## config.mk

```make
export PLATFORM = sky130hd
export DESIGN_NAME = vga_timing_gen_flat
export DESIGN_NICKNAME = d
export VERILOG_FILES = /design/src/rtl/vga_timing_gen_if.sv /design/src/rtl/vga_timing_gen.sv /design/src/flat_wrapper.sv
export SDC_FILE = /design/constraint.sdc
export NUM_CORES = 1
export LEC_CHECK = 0
export BUFFER_PORTS_ARGS = -buffer_cell sky130_fd_sc_hd__buf_2
export CAP_MARGIN = 20
export CORE_AREA = 10 10 65 67
export CTS_CLUSTER_SIZE = 8
export DETAILED_ROUTE_END_ITERATION = 8
export DIE_AREA = 0 0 75 77
export PLACE_DENSITY = 0.71
export SETUP_SLACK_MARGIN = 0.2
export SLEW_MARGIN = 30
export SYNTH_ARGS = -nofsm -noshare
export SYNTH_HDL_FRONTEND = slang
export SYNTH_SLANG_ARGS = --single-unit
```

## constraint.sdc

```tcl
create_clock -name clock -period 7.05 [get_ports clock]
set_clock_uncertainty 0.2 [all_clocks]
set_input_delay 0.705 -clock clock [delete_from_list [all_inputs] [get_ports clock]]
set_output_delay 0.705 -clock clock [all_outputs]
set_load 0.05 [all_outputs]
```

## src/rtl/vga_timing_gen_if.sv

```systemverilog
// rtl/vga_timing_gen_if.sv - VGA raster timing bundle (tick, x/y, sync pair, active, frame start)
interface vga_timing_gen_if;
  logic       pixel_tick;
  logic [9:0] x;
  logic [9:0] y;
  logic       hsync;
  logic       vsync;
  logic       active;
  logic       frame_start;

  modport master (
    output pixel_tick, x, y, hsync, vsync, active, frame_start
  );

  modport slave (
    input pixel_tick, x, y, hsync, vsync, active, frame_start
  );
endinterface

```

## src/rtl/vga_timing_gen.sv

```systemverilog
// rtl/vga_timing_gen.sv - 640x480@60 VGA timing generator; VGA_SYNC_DELAY_EN adds one clock of sync/active delay
module vga_timing_gen #(
  parameter int CLK_DIV  = 2,
  parameter int H_ACTIVE = 640,
  parameter int H_FP     = 16,
  parameter int H_SYNC   = 96,
  parameter int H_BP     = 48,
  parameter int V_ACTIVE = 480,
  parameter int V_FP     = 10,
  parameter int V_SYNC   = 2,
  parameter int V_BP     = 33,
  parameter bit SYNC_POL = 1'b0
) (
  input  logic              clock,
  input  logic              reset_n,
  vga_timing_gen_if.master  vga_o
);

  localparam int H_TOTAL  = H_ACTIVE + H_FP + H_SYNC + H_BP;
  localparam int V_TOTAL  = V_ACTIVE + V_FP + V_SYNC + V_BP;
  localparam int DIV_W    = (CLK_DIV > 1) ? $clog2(CLK_DIV) : 1;
  localparam int HS_START = H_ACTIVE + H_FP;
  localparam int HS_END   = H_ACTIVE + H_FP + H_SYNC;
  localparam int VS_START = V_ACTIVE + V_FP;
  localparam int VS_END   = V_ACTIVE + V_FP + V_SYNC;

  localparam logic [DIV_W-1:0] DIV_LAST = DIV_W'(CLK_DIV - 1);
  localparam logic [9:0]       H_LAST   = 10'(H_TOTAL - 1);
  localparam logic [9:0]       V_LAST   = 10'(V_TOTAL - 1);

  generate
    if (H_TOTAL > 1024 || V_TOTAL > 1024 || CLK_DIV < 1) begin : g_bad_cfg
      $error("vga_timing_gen: totals must be <= 1024 and CLK_DIV >= 1");
    end
  endgenerate

  logic [DIV_W-1:0] div_q, div_d;
  logic             tick_q, tick_d;
  logic [9:0]       x_q, x_d;
  logic [9:0]       y_q, y_d;
  logic             frame_q, frame_d;
  logic             hsync_q, hsync_d;
  logic             vsync_q, vsync_d;
  logic             active_q, active_d;

  always_comb begin
    div_d    = (div_q == DIV_LAST) ? '0 : div_q + 1'b1;
    tick_d   = (div_q == DIV_LAST);
    x_d      = x_q;
    y_d      = y_q;
    frame_d  = 1'b0;
    if (tick_q) begin
      if (x_q == H_LAST) begin
        x_d     = '0;
        y_d     = (y_q == V_LAST) ? '0 : y_q + 10'd1;
        frame_d = (y_q == V_LAST);
      end else begin
        x_d = x_q + 10'd1;
      end
    end
    // Decode from next-state counters so the registered flags line up with x_q/y_q.
    hsync_d  = (int'(x_d) >= HS_START && int'(x_d) < HS_END) ? SYNC_POL : ~SYNC_POL;
    vsync_d  = (int'(y_d) >= VS_START && int'(y_d) < VS_END) ? SYNC_POL : ~SYNC_POL;
    active_d = (int'(x_d) < H_ACTIVE) && (int'(y_d) < V_ACTIVE);
  end

  always_ff @(posedge clock or negedge reset_n) begin
    if (!reset_n) begin
      div_q    <= '0;
      tick_q   <= 1'b0;
      x_q      <= '0;
      y_q      <= '0;
      frame_q  <= 1'b0;
      hsync_q  <= ~SYNC_POL;
      vsync_q  <= ~SYNC_POL;
      active_q <= 1'b1;
    end else begin
      div_q    <= div_d;
      tick_q   <= tick_d;
      x_q      <= x_d;
      y_q      <= y_d;
      frame_q  <= frame_d;
      hsync_q  <= hsync_d;
      vsync_q  <= vsync_d;
      active_q <= active_d;
    end
  end

  assign vga_o.pixel_tick  = tick_q;
  assign vga_o.x           = x_q;
  assign vga_o.y           = y_q;
  assign vga_o.frame_start = frame_q;

`ifdef VGA_SYNC_DELAY_EN
  // Matches the downstream box drawer's one-clock registered RGB at the connector.
  logic hsync_dly_q, vsync_dly_q, active_dly_q;

  always_ff @(posedge clock or negedge reset_n) begin
    if (!reset_n) begin
      hsync_dly_q  <= ~SYNC_POL;
      vsync_dly_q  <= ~SYNC_POL;
      active_dly_q <= 1'b0;
    end else begin
      hsync_dly_q  <= hsync_q;
      vsync_dly_q  <= vsync_q;
      active_dly_q <= active_q;
    end
  end

  assign vga_o.hsync  = hsync_dly_q;
  assign vga_o.vsync  = vsync_dly_q;
  assign vga_o.active = active_dly_q;
`else
  assign vga_o.hsync  = hsync_q;
  assign vga_o.vsync  = vsync_q;
  assign vga_o.active = active_q;
`endif

endmodule

```

## src/flat_wrapper.sv

```systemverilog
// flat-port wrapper written by rule: the top's interface ports become plain ports
module vga_timing_gen_flat 
#(
  parameter int CLK_DIV  = 2,
  parameter int H_ACTIVE = 640,
  parameter int H_FP     = 16,
  parameter int H_SYNC   = 96,
  parameter int H_BP     = 48,
  parameter int V_ACTIVE = 480,
  parameter int V_FP     = 10,
  parameter int V_SYNC   = 2,
  parameter int V_BP     = 33,
  parameter bit SYNC_POL = 1'b0
)
  (clock, reset_n, vga_o_pixel_tick, vga_o_x, vga_o_y, vga_o_hsync, vga_o_vsync, vga_o_active, vga_o_frame_start);
  vga_timing_gen_if vga_o_i ();
  input  logic clock;
  input  logic reset_n;
  output wire logic [$bits(vga_o_i.pixel_tick)-1:0] vga_o_pixel_tick;
  output wire logic [$bits(vga_o_i.x)-1:0] vga_o_x;
  output wire logic [$bits(vga_o_i.y)-1:0] vga_o_y;
  output wire logic [$bits(vga_o_i.hsync)-1:0] vga_o_hsync;
  output wire logic [$bits(vga_o_i.vsync)-1:0] vga_o_vsync;
  output wire logic [$bits(vga_o_i.active)-1:0] vga_o_active;
  output wire logic [$bits(vga_o_i.frame_start)-1:0] vga_o_frame_start;
  assign vga_o_pixel_tick = vga_o_i.pixel_tick;
  assign vga_o_x = vga_o_i.x;
  assign vga_o_y = vga_o_i.y;
  assign vga_o_hsync = vga_o_i.hsync;
  assign vga_o_vsync = vga_o_i.vsync;
  assign vga_o_active = vga_o_i.active;
  assign vga_o_frame_start = vga_o_i.frame_start;
  vga_timing_gen #(.CLK_DIV(CLK_DIV), .H_ACTIVE(H_ACTIVE), .H_FP(H_FP), .H_SYNC(H_SYNC), .H_BP(H_BP), .V_ACTIVE(V_ACTIVE), .V_FP(V_FP), .V_SYNC(V_SYNC), .V_BP(V_BP), .SYNC_POL(SYNC_POL)) u_core (.clock(clock), .reset_n(reset_n), .vga_o(vga_o_i));
endmodule
```

**Word-level counts from Yosys, hierarchy flattened**

Cells that the tools add are included.

- Bits in registers: 26
- Word-level logic and storage cells: 32

- Eq/ne operators: 2
- Magnitude comparators: 6
- Multiplexer cells: 10
- $add $sub $neg: 3
- Reduce and logical (&&, ||, !) cells: 3

Operators with widths:

| kind | count |
|---|---|
| 2-to-1 mux 10 bit | 5 |
| adder 10 x 1 -> 10 bit (second input constant) | 2 |
| equality test 10 bit (second input constant) | 2 |
| less-than comparator 10 bit (second input constant) | 2 |
| less-than comparator 10 x 9 -> 1 bit (second input constant) | 2 |
| greater-or-equal comparator 10 bit (second input constant) | 1 |
| greater-or-equal comparator 10 x 9 -> 1 bit (second input constant) | 1 |
| 2-to-1 mux 1 bit | 5 |
| logical AND 1 bit | 3 |
| adder 1 bit (second input constant) | 1 |

**Depth between registers and ports, before layout**

Gate-level depths: netlist of run 1.

- Word-level depth: 7
- Mapped depth: 7
- Gate-level depth less buffers: 7

**Least setup slack after synthesis of run 1**

OpenSTA, ideal clock, no wires.

- Path type: register to register
- From: register u_core.x_q[0], in the netlist u_core.vga_o.x[0]
- To: register u_core.vsync_q, in the netlist u_core.vga_o.vsync
- Path slack: 4.208 ns
- Arrival time: 2.556 ns
- Period minus slack after synthesis: 2.842 ns
- Stages on the path, launching flop included: 7
- Library setup time: 0.086 ns
- Path through: dfrtp_1 > ha_1 > nand2_2 > or4b_4 > or3_1 > a22o_1 > a2111o_1

- Longest elaborated chain between the ends: 6

RTL lines:

| what | RTL line | RTL |
|---|---|---|
| start, declared | vga_timing_gen.sv:39 | `logic [9:0] x_q, x_d;` |
| start signal, assigned | vga_timing_gen.sv:71 | `x_q <= '0;` |
| start signal, assigned | vga_timing_gen.sv:80 | `x_q <= x_d;` |
| equality test 10 bit * | vga_timing_gen.sv:53 | `if (x_q == H_LAST) begin` |
| 2-to-1 mux 10 bit * | vga_timing_gen.sv:53 |  |
| 2-to-1 mux 10 bit * | vga_timing_gen.sv:52 | `if (tick_q) begin` |
| greater-or-equal comparator 10 x 9 -> 1 bit / less-than comparator 10 x 9 -> 1 bit (equally long branches) | vga_timing_gen.sv:63 | `vsync_d = (int'(y_d) >= VS_START && int'(y_d) < VS_END) ? SYNC_POL : ~SYNC_POL;` |
| logical AND 1 bit * | vga_timing_gen.sv:63 |  |
| 2-to-1 mux 1 bit * | vga_timing_gen.sv:63 |  |
| named net u_core.vsync_d | vga_timing_gen.sv:43 | `logic vsync_q, vsync_d;` |
| end signal, assigned | vga_timing_gen.sv:75 | `vsync_q <= ~SYNC_POL;` |
| end signal, assigned | vga_timing_gen.sv:84 | `vsync_q <= vsync_d;` |
| end, declared | vga_timing_gen.sv:43 |  |

Mark *: on every way through the listed nets, which the timed path passes. The rest lies on a longest branch.

**Final worst setup path of run 1**

Ends and elaborated chain as after synthesis.

==> results.py, run 1 <==
metrics = {
    "power_and_ir_drop": {
        "p_per_area_nw_per_um2": 158,
        "pwr-share-seq": 0.588,
        "p_leak_nw": 0.754,
        "pwr-share-clk": 0.401,
        "switching_share": 0.186,
        "p_comb_frac": 0.011,
        "p_switching_mw": 0.0472,
        "p_int_mw": 0.207,
        "peakVddDrop_v": 0.0000808,
    },
    "critical_path": {
        "crit_fanout": 12,
        "max_stage_delay_ns": 0.64,
        "cp_num_buf_inv": 0,
        "rr_startpoint": "u_core.vga_o.x[0]$_DFF_PN0_",
        "cp.required_ns": 7.11,
        "cp-end-kind": "flip-flop",
        "critical_path.cell_chain": "ha_1, nand2_2, or4b_4, or3_1, a22o_1, a2111o_1",
        "rr_endpoint": "u_core.vga_o.vsync$_DFF_PN1_",
        "critical_path.startpoint": "u_core.vga_o.x[0]$_DFF_PN0_",
        "critical_path.startpoint_type": "flip-flop",
        "crit_cells": 6,
        "ff2ff_path_depth": 6,
        "cp_top_family": "simple AND/OR/NAND/NOR gates",
        "slowest_stage": "or4b_4",
        "critical_path_class": "reg2reg",
        "reg2reg_slack_ns": 4.29,
        "cp.arrival_ns": 2.82,
        "cp-endpoint": "u_core.vga_o.vsync$_DFF_PN1_",
    },
    "synthesis": {
        "synth.avg_cell_area_um2": 10.5,
        "synth-main-ff-cell": "dfrtp_1",
        "yosysWarnings": 0,
        "synth_top_area_frac": 0.403,
        "ys_seq_area_frac": 0.458,
        "syn-num-nets": 141,
        "synthCells": 136,
        "synth_edf_count": 0,
        "synth_area_leaders": "dfrtp_1 40%, dfstp_2 5.5%, xor2_1 3.7%",
        "synth_area_leader_cell": "dfrtp_1",
        "synth_area_um2": 1430,
        "yosysMostFrequentCell": "dfrtp_1",
        "ys_types": 49,
        "async_flop_share": 1.00,
        "synth_common_cells": "23 x dfrtp_1, 13 x nand2_1",
        "ys_seq_elements": 26,
    },
    "drt": {
        "finalWirelength_um": 3310,
        "drc_errors": 0,
        "drt_pass1_iterations": 4,
        "wire_per_inst_um": 17.0,
        "routed-via-count": 1201,
        "drtIter0Drc": 55,
        "drtAntennaViolNets": 0,
        "avgViaCountPerCell": 6.16,
    },
    "grt": {
        "grt_pass1_vias": 1168,
        "grtUsageTotal": 0.119,
        "grt_overflow": 0,
        "grt_max_degree": 27,
        "grt_antenna_before_repair": 0,
        "grt_first_pass_wirelength_um": 5630,
    },
    "worst_hold_path": {
        "holdCritPathClass": "in2async",
    },
    "final_layout": {
        "drive_above_1_share": 0.296,
        "finalNetCount": 168,
        "antenna_cells": 0,
        "fillCellCount": 266,
        "area_growth_pct": 12.8,
        "stdcell_count": 195,
        "final_util": 0.541,
    },
    "floorplanning": {
        "initial_core_util": 0.480,
        "dieHeight_um": 77,
        "ioPinCount": 27,
        "die_x_um": 75,
        "floorplan.rows": 20,
        "core_area_um2": 2980,
        "dieArea_um2": 5780,
    },
    "clock_network": {
        "cts_made_buffers": 3,
        "post_cts_resized": 0,
        "cts_buffer_depth": 2,
        "ctsRootBufferMaster": "clkbuf_4",
        "clk_pin_slew_ns": 0.15,
        "tritoncts": "done",
        "ctsHoldBuffers": 0,
        "clock-sinks": 26,
        "cts_setup_buffers": 0,
        "cts.htree.levels": 1,
        "clock_latency_ns": 0.32,
    },
    "timing": {
        "setup_tns_ns": 0,
        "grt_setup_unrepaired": "no",
        "slew_violations": 0,
        "relSlewSlack": 0.526,
        "setup_viol_count_final": 0,
        "post-route-period-util": 0.392,
        "worstMarginPinSlew_ns": 0.708,
        "min_period_ns": 2.76,
        "clock.fmax_ghz": 0.362,
        "whs_ns": 0.151,
        "worst_slack_ns": 4.29,
        "hold_violations": 0,
    },
    "placed_design": {
        "hpwl_um": 2480,
        "portBuffers": 26,
        "place_ws_ns": 4.31,
        "gp_congestion": 0.893,
        "post-place-cells": 191,
    },
    "status": {
        "outcome": "finished clean",
    },
    "flow_run": {
        "maxCapViolCount": 0,
    },
}
-- layout by cell type, fill, tap and decap left out, types with 2 or more instances in the layout --
cell type	instances
xor2_1	6
nor2_1	6
nand4_1	6
o31ai_1	2
nor3_1	6
xnor2_1	3
a21o_2	2
buf_2	26
o311ai_0	4
or4_1	2
nand2_1	13
and2_2	2
o21ai_0	5
dfstp_2	3
inv_1	6
clkbuf_4	3
a31oi_1	3
o21a_1	3
ha_1	3
dfrtp_1	23
and3_1	2
nand3_1	6
-- cell type report --
class | instances | area, um2 | area share
timing repair buffer | 26 | 130 | 0.0807
clock buffer | 3 | 22.5 | 0.0140
sequential | 26 | 654 | 0.406
clock inverter | 1 | 30.0 | 0.0186
multi-input combinational | 100 | 711 | 0.441
tap | 33 | 41.3 | 0.0256
inverter | 6 | 22.5 | 0.0140
-- layer usage --
| metal | GRT usage | vias to the layer above | share of wire |
|---|---|---|---|
| li1 | - | 571 | - |
| met1 | 0.162 | 584 | 0.46 |
| met2 | 0.179 | 44 | 0.47 |
| met3 | 0.0335 | 2 | 0.070 |
| met4 | 0.0303 | 0 | 0.0036 |
| met5 | 0 | - | 0 |
-- cells by family (layout without fill, tap and decap cells) --
| group | after synthesis | after routing | share of synthesized area |
|---|---|---|---|
| AOI/OAI and AO/OA | 28 | 28 | 0.155 |
| xor gates and xnor gates | 9 | 9 | 0.0552 |
| DFF | 26 | 26 | 0.458 |
| buffers and inverters | 10 | 36 | 0.0447 |
| muxes | 2 | 2 | 0.0149 |
| and+or+nand+nor | 58 | 58 | 0.246 |
| adders and majority gates | 3 | 3 | 0.0263 |
-- registers in the layout (all words and copies together), names as in the netlist --
name,cells
u_core.div_q,1
u_core.vga_o.active,1
u_core.vga_o.frame_start,1
u_core.vga_o.hsync,1
u_core.vga_o.pixel_tick,1
u_core.vga_o.vsync,1
u_core.vga_o.x,10
u_core.vga_o.y,10
-- through the flow --
step	area, um2	total power [mW]
global route	1610	0.264
CTS	1610	0.259
floorplan	1430	0.152
detailed placement	1560	0.155
finish	1610	0.254
global placement	1560	0.155
-- power by group through the flow --
stage	Clock (mW)	Combinational [mW]	Sequential, mW
after floorplan	0	0.000000285	0.152
after global placement	0	0.00307	0.152
after detailed placement	0	0.00324	0.152
after CTS	0.106	0.00323	0.149
after global routing	0.111	0.00350	0.149
final	0.102	0.00286	0.149
-- how the worst min path moves through the flow --
| stage | cells past startpoint | start | end |
|---|---|---|---|
| after detailed placement | 0 | u_core.div_q$_DFF_PN0_ | u_core.vga_o.pixel_tick$_DFF_PN0_ |
| final | 1 | reset_n | u_core.vga_o.y[7]$_DFF_PN0_ |
| after CTS | 1 | reset_n | u_core.vga_o.y[6]$_DFF_PN0_ |
| after global placement | 0 | u_core.div_q$_DFF_PN0_ | u_core.vga_o.pixel_tick$_DFF_PN0_ |
| after floorplan | 0 | u_core.div_q$_DFF_PN0_ | u_core.vga_o.pixel_tick$_DFF_PN0_ |
| after global routing | 1 | reset_n | u_core.vga_o.x[4]$_DFF_PN0_ |
(Power assumes the default switching activity.)
==> run 2, diff against run 1 <==
==> constraint.sdc (replaced) <==
create_clock -name clock -period 2.7 [get_ports clock]
set_clock_uncertainty 0.2 [all_clocks]
set_input_delay 0.27 -clock clock [delete_from_list [all_inputs] [get_ports clock]]
set_output_delay 0.27 -clock clock [all_outputs]
set_load 0.05 [all_outputs]
==> results.py, run 2 (synthesis gave the netlist of run 1 again) <==
metrics = {
    "status": {
        "outcome": "finished clean",
    },
    "clock_network": {
        "ctsRootBufferMaster": "clkbuf_4",
        "clock_latency_ns": 0.32,
        "post_cts_resized": 0,
        "tritoncts": "done",
        "clk_pin_slew_ns": 0.14,
        "cts_made_buffers": 3,
        "clock-sinks": 26,
        "cts.htree.levels": 1,
        "cts_buffer_depth": 2,
    },
    "critical_path": {
        "cp.required_ns": 2.77,
        "critical_path_class": "reg2reg",
        "cp-end-kind": "flip-flop",
        "crit_fanout": 9,
        "reg2reg_slack_ns": 0.24,
        "cp.arrival_ns": 2.53,
        "critical_path.startpoint_type": "flip-flop",
    },
    "final_layout": {
        "finalNetCount": 183,
        "antenna_cells": 0,
        "area_growth_pct": 22.4,
        "layout_common_cells": "26 x buf_2, 14 x buf_4, 13 x nand2_1, 13 x dfrtp_2, 10 x dfrtp_1",
        "drive_above_1_share": 0.435,
        "fillCellCount": 270,
        "mostFrequentLayoutCell": "buf_2",
        "design_area_um2": 1750,
    },
    "power_and_ir_drop": {
        "pwr-share-clk": 0.333,
        "p_int_mw": 0.474,
        "peakVddDrop_v": 0.000207,
        "p_per_area_nw_per_um2": 341,
        "p_leak_nw": 0.817,
        "p_comb_frac": 0.015,
        "pwr-share-seq": 0.652,
        "switching_share": 0.207,
        "p_switching_mw": 0.124,
    },
    "drt": {
        "drc_errors": 0,
        "drtIter0Drc": 108,
        "drtAntennaViolNets": 0,
        "finalWirelength_um": 3580,
        "drt_pass1_iterations": 5,
        "avgViaCountPerCell": 6.07,
        "wire_per_inst_um": 17.0,
        "routed-via-count": 1275,
    },
    "timing": {
        "worstMarginPinSlew_ns": 0.570,
        "min_period_ns": 2.46,
        "slew_violations": 0,
        "post-route-period-util": 0.911,
        "grt_setup_unrepaired": "no",
        "relSlewSlack": 0.620,
        "hold_violations": 0,
        "setup_tns_ns": 0,
        "clock.fmax_ghz": 0.406,
        "setup_viol_count_final": 0,
    },
    "floorplanning": {
        "core_area_um2": 2980,
        "dieHeight_um": 77,
        "floorplan.rows": 20,
        "initial_core_util": 0.480,
        "die_x_um": 75,
        "ioPinCount": 27,
        "dieArea_um2": 5780,
    },
    "grt": {
        "grt_antenna_before_repair": 0,
        "grt_max_degree": 27,
        "grt_overflow": 0,
        "grtUsageTotal": 0.118,
        "grt_first_pass_wirelength_um": 5620,
        "grt_pass1_vias": 1188,
    },
    "placed_design": {
        "portBuffers": 26,
        "gp_congestion": 0.991,
        "place_area_um2": 1610,
        "hpwl_um": 2480,
    },
    "flow_run": {
        "maxCapViolCount": 0,
    },
    "worst_hold_path": {
        "holdCritPathClass": "reg2reg",
    },
}
-- run 2: cell count changes in the layout (fill, tap and decap cells not counted), sizes merged --
cell | before | now
bufinv | 1 | 0
dlygate4sd3 | 0 | 1
clkbuf | 3 | 4
buf | 26 | 40
-- run 2: repair_timing --
item                                   in CTS  in global routing
pin swaps                                   0                  3
hold buffers                                1                  0
endpoints found under the hold margin      23                  0
setup buffers                               4                  9
setup endpoints to repair                   1                  2
-- run 2: final timing paths --
kind | cells past startpoint | endpoint | start
setup / recovery | 6 | u_core.vga_o.vsync$_DFF_PN1_ | u_core.vga_o.x[1]$_DFF_PN0_
hold / removal | 0 | u_core.vga_o.pixel_tick$_DFF_PN0_ | u_core.div_q$_DFF_PN0_
setup reg to reg | 6 | u_core.vga_o.vsync$_DFF_PN1_ | u_core.vga_o.x[1]$_DFF_PN0_
hold reg to reg | 0 | u_core.vga_o.pixel_tick$_DFF_PN0_ | u_core.div_q$_DFF_PN0_
max in group asynchronous | 2 | u_core.vga_o.x[6]$_DFF_PN0_ | reset_n
min in group asynchronous | 2 | u_core.vga_o.x[4]$_DFF_PN0_ | reset_n
-- run 2: final cells by class --
cell class | instances | area, um2 | area share
multi-input cells | 100 | 733 | 0.419
well taps | 33 | 41.3 | 0.0236
repair buffers | 41 | 245 | 0.140
inverters | 6 | 22.5 | 0.0129
flip-flops and latches | 26 | 671 | 0.383
clock buffers | 4 | 36.3 | 0.0207
-- run 2: layer usage --
metal / routed length [um] / share of wire / up-vias / global-route usage
met5: 0 / 0 / - / 0
li1: - / - / 600 / -
met2: 1660 / 0.46 / 62 / 0.179
met3: 248 / 0.069 / 9 / 0.0283
met1: 1620 / 0.45 / 604 / 0.158
met4: 51 / 0.014 / 0 / 0.0398
-- run 2: power by group through the flow --
| stage | Sequential, mW | Clock [mW] | Combinational, mW |
|---|---|---|---|
| 2_1_floorplan | 0.397 | 0 | 0.000000297 |
| 3_3_place_gp | 0.397 | 0 | 0.00805 |
| 3_5_place_dp | 0.397 | 0 | 0.00828 |
| 4_1_cts | 0.390 | 0.207 | 0.00943 |
| 5_1_grt | 0.390 | 0.220 | 0.0103 |
| 6_report | 0.390 | 0.199 | 0.00873 |
-- run 2: per-stage QoR --
step	cells	util	hold slack [ns]	power (mW)	setup slack, ns
floorplan	136	-	-0.226	0.397	0.165
global placement	192	0.539	0.0903	0.405	0.242
detailed placement	192	0.539	0.0977	0.405	0.198
CTS	201	0.565	0.202	0.606	0.226
global route	210	0.587	0.223	0.620	0.198
finish	210	0.587	0.197	0.597	0.239
-- run 2: worst max-delay path, cell delays in order (launching register included) --
cell	delay, ns
dfrtp_2	0.42
ha_4	0.17
nand2_4	0.09
or4b_4	0.59
or3_1	0.35
a22o_1	0.25
a2111o_1	0.34
